<file path="src/rtl/cbadder32.sv">
// 32-bit carry-skip adder with combinational and once-registered outputs.
// Define CBADDER32_SKIP_EN to add the block bypass muxes; otherwise it is a plain ripple-carry adder.
module cbadder32 #(
  parameter int BLOCK_W = 4
) (
  input  logic        clk,
  input  logic        rst_n,
  input  logic [31:0] a,
  input  logic [31:0] b,
  input  logic        cin,
  output logic [31:0] sum,
  output logic        cout,
  output logic        ovf,
  output logic [31:0] sum_q,
  output logic        cout_q,
  output logic        ovf_q
);

  localparam int NBLK = 32 / BLOCK_W;

  genvar gi;
  generate
    for (gi = 0; gi < NBLK; gi++) begin : g_blk
      logic               blk_cin;
      logic               blk_cout;
      logic               ripple_cout;
      logic [BLOCK_W-1:0] blk_sum;
`ifdef CBADDER32_SKIP_EN
      logic               blk_p;
`endif

      // Each block gets its own carry signals so the chain is not a self-referencing vector.
      if (gi == 0) begin : g_first
        assign blk_cin = cin;
      end else begin : g_rest
        assign blk_cin = g_blk[gi-1].blk_cout;
      end

      always_comb begin
        logic c;
        blk_sum = '0;
        c       = blk_cin;
`ifdef CBADDER32_SKIP_EN
        blk_p   = 1'b1;
`endif
        for (int i = 0; i < BLOCK_W; i++) begin
          blk_sum[i] = a[gi*BLOCK_W+i] ^ b[gi*BLOCK_W+i] ^ c;
`ifdef CBADDER32_SKIP_EN
          blk_p      = blk_p & (a[gi*BLOCK_W+i] ^ b[gi*BLOCK_W+i]);
`endif
          c          = (a[gi*BLOCK_W+i] & b[gi*BLOCK_W+i]) |
                       (c & (a[gi*BLOCK_W+i] ^ b[gi*BLOCK_W+i]));
        end
        ripple_cout = c;
      end

`ifdef CBADDER32_SKIP_EN
      assign blk_cout = blk_p ? blk_cin : ripple_cout;
`else
      assign blk_cout = ripple_cout;
`endif

      assign sum[gi*BLOCK_W +: BLOCK_W] = blk_sum;
    end
  endgenerate

  assign cout = g_blk[NBLK-1].blk_cout;
  // Carry into bit 31 is recovered from the sum bit itself: a^b^c31 = sum[31].
  assign ovf  = a[31] ^ b[31] ^ sum[31] ^ cout;

  always_ff @(posedge clk or negedge rst_n) begin
    if (!rst_n) begin
      sum_q  <= '0;
      cout_q <= 1'b0;
      ovf_q  <= 1'b0;
    end else begin
      sum_q  <= sum;
      cout_q <= cout;
      ovf_q  <= ovf;
    end
  end

endmodule

</file>
<file path="config.mk">
export PLATFORM = sky130hd
export DESIGN_NAME = cbadder32
export DESIGN_NICKNAME = d
export VERILOG_FILES = /design/src/rtl/cbadder32.sv
export SDC_FILE = /design/constraint.sdc
export NUM_CORES = 1
export LEC_CHECK = 0
export BUFFER_PORTS_ARGS = -buffer_cell sky130_fd_sc_hd__buf_4
export CAP_MARGIN = 20
export CORE_MARGIN = 2
export CORE_UTILIZATION = 34
export DETAILED_ROUTE_END_ITERATION = 8
export GPL_TIMING_DRIVEN = 0
export PLACE_DENSITY_LB_ADDON = 0.08
export SLEW_MARGIN = 10
export SYNTH_ARGS = -nofsm -noshare
export SYNTH_HDL_FRONTEND = slang
export SYNTH_SLANG_ARGS = --single-unit
</file>
<file path="constraint.sdc">
create_clock -name clk -period 13.1 [get_ports clk]
set_input_delay 0.655 -clock clk [delete_from_list [all_inputs] [get_ports clk]]
set_output_delay 0.655 -clock clk [all_outputs]
set_load 0.005 [all_outputs]
</file>
==> summary.txt <==
Run status
  • Status: finished, final reports clean

Finish
  • Fill cells: 357
  • ANT cells: 0
  • P&R area growth vs syn: 79.7%
  • Footprint of the multi-input gates: 754 sq um
  • Reg area: 851 sq um
  • Nets: 321
  • Share of post-route cells with drive strength above 1: 0.796

Worst setup path
  • Slowest cell on the critical path: fa_1
  • CP Launch Point: a[0]
  • Critical path type: input pin to primary output
  • Crit path DAT: 12.39 ns
  • Biggest fanout along the worst timing path: 2
  • Setup crit end kind: primary output
  • CP required: 12.44 ns
  • CP max stage delay: 0.43 ns
  • CP dominant cell by count: fa_2
  • CP Launch Type: input pin

Flow run
  • Maxcap violations: 0

Floorplan
  • Die Width: 71.9 um
  • Initial cell density of the core: 0.357
  • Die area: 5160 sq um
  • Core area: 4380 sq um
  • Die height: 71.9 um
  • IO Pins: 135
  • Cell Rows: 24

Yosys
  • Syn Std Cell Area: 1570 sq um
  • Post-synthesis net count: 178
  • Cell variety after synth: 5
  • Largest cells by area after synthesis: dfrtp_1, fa_1, inv_1
  • Mean Syn Cell Area: 20.1 sq um
  • Synth warnings: 0
  • Post-synth top area share: 0.544
  • #FFs+latches synth: 34
  • Post-synth top area cell: dfrtp_1
  • Sequential-to-total area share from yosys stat: 0.544
  • Mapped Cells: 78

Place
  • RePlAce Congestion: 0.722
  • IO Port Bufs: 134
  • Detailed Place HPWL: 3350 um
  • Pre-CTS setup slack: -0.692 ns

CTS
  • Maximum buffer depth of the clock tree: 2
  • CTS root buffer: clkbuf_8
  • Clock slew at reported path FFs: 0.06 ns
  • Clk sinks: 34
  • CTS hold repair buffers: 0
  • Htree depth: 2
  • CTS tree: built
  • Total CTS buffers: 5

Timing
  • Max frequency: 0.0767 GHz
  • Final Hold Viols: 0
  • Worst Tran Pin Value: 0.434 ns
  • Worst setup margin: 0.0590 ns
  • Setup-failing EPs final: 0
  • Min cycle time layout: 13.04 ns
  • Worst hold slack: 0.315 ns
  • Max-slew violation count: 0
  • RSZ-0062 raised after global routing: true
  • Final period utilization: 0.995
  • Max_slew headroom: 0.711
  • Setup_tns: 0 ns

GRT
  • Total track usage: 0.165
  • First-pass GRT wire length: 6260 um
  • Initial antenna violation count: 0
  • Total grt overflow: 0
  • Number of global-route vias before repair: 1,391
  • Largest net degree at the start of global routing: 35

Drt
  • Total Wirelength: 3890 um
  • Average vias per placed instance: 4.32
  • Routed len/inst: 14.3 um
  • DR iter-0 viols: 52
  • Detailed-router iteration count before antenna repair: 2
  • Remaining DRCs: 0
  • ANT nets after route: 0
  • Vias: 1,180

Pwr
  • Overall Power: 0.000338 W
  • Power Density: 120 nW/um^2
  • IR drop worst, VDD: 0.0000547 V
  • Leakage power: 1.37 nW

Worst hold path
  • Hold WC Path Type: input pin to async pin
-- worst max-delay path, delay by kind of cell --
family                   cells  cell delay (ns)
adder cells (fa/ha/maj)     32            11.08
XOR/XNOR                     1             0.21
buffers and inverters        5             0.42
-- logic make-up (layout without fill, tap and decap cells) --
family     after synthesis  after routing  share of synthesized area
xor+xnor                 1              1                     0.0152
fa+ha+maj               33             33                      0.417
buf+inv                 10            153                     0.0240
flops                   34             34                      0.544
-- path summary, 6_finish.rpt --
kind                             end  depth (start not counted)
worst max-delay path             ovf                         38
min in group clk           sum_q[29]                          2
max in group asynchronous  sum_q[11]                          1
worst min-delay path        sum_q[5]                          1
-- per-stage QoR --
stage | area [sq um] | instances | util
detailed placement | 2670 | 264 | 0.610
global route | 2810 | 273 | 0.642
global placement | 2670 | 264 | 0.610
floorplan | 1600 | 78 | -
finish | 2810 | 273 | 0.642
CTS | 2800 | 272 | 0.638
-- layout by cell type (no fill, tap or decap) --
master	netlist	final
clkbuf_8	0	5
buf_6	0	2
ha_1	1	1
inv_2	0	4
buf_4	0	134
xor3_1	1	1
inv_1	10	6
fa_2	0	31
dfrtp_1	34	34
fa_1	32	1
clkbuf_1	0	2
-- timing repair --
item	CTS	global route
gates resized for setup	16	6
setup buffers	1	1
pin swaps	4	4
endpoints found under the setup margin	4	2
-- metal layers --
metal | up-vias | global-route usage | share of wire
met1 | 579 | 0.161 | 0.29
li1 | 512 | - | -
met4 | 0 | 0.0734 | 0.021
met3 | 9 | 0.0717 | 0.14
met5 | - | 0 | 0
met2 | 80 | 0.298 | 0.55
-- where the power goes --
group | internal, W | leakage, nW | switching [W]
Sequential | 0.000126 | 0.396 | 0.00000572
Clock | 0.0000365 | 0.0383 | 0.0000348
Combinational | 0.0000851 | 0.936 | 0.0000497
Total | 0.000248 | 1.37 | 0.0000901
-- cells in the mapped netlist (all sizes together) --
cell type  instances
inv               10
dfrtp             34
ha                 1
xor3               1
fa                32
-- area by class of cell --
class | instances | share of cell area
inverters | 10 | 0.0133
multi-input cells | 34 | 0.268
well taps | 52 | 0.0231
repair buffers | 136 | 0.366
flip-flops and latches | 34 | 0.302
clock buffers | 7 | 0.0271
-- sequential cells by signal, summed over array words and instances (netlist names) --
register / flops
cout_q: 1
sum_q: 32
ovf_q: 1
Power figures use the tool's default switching activity.
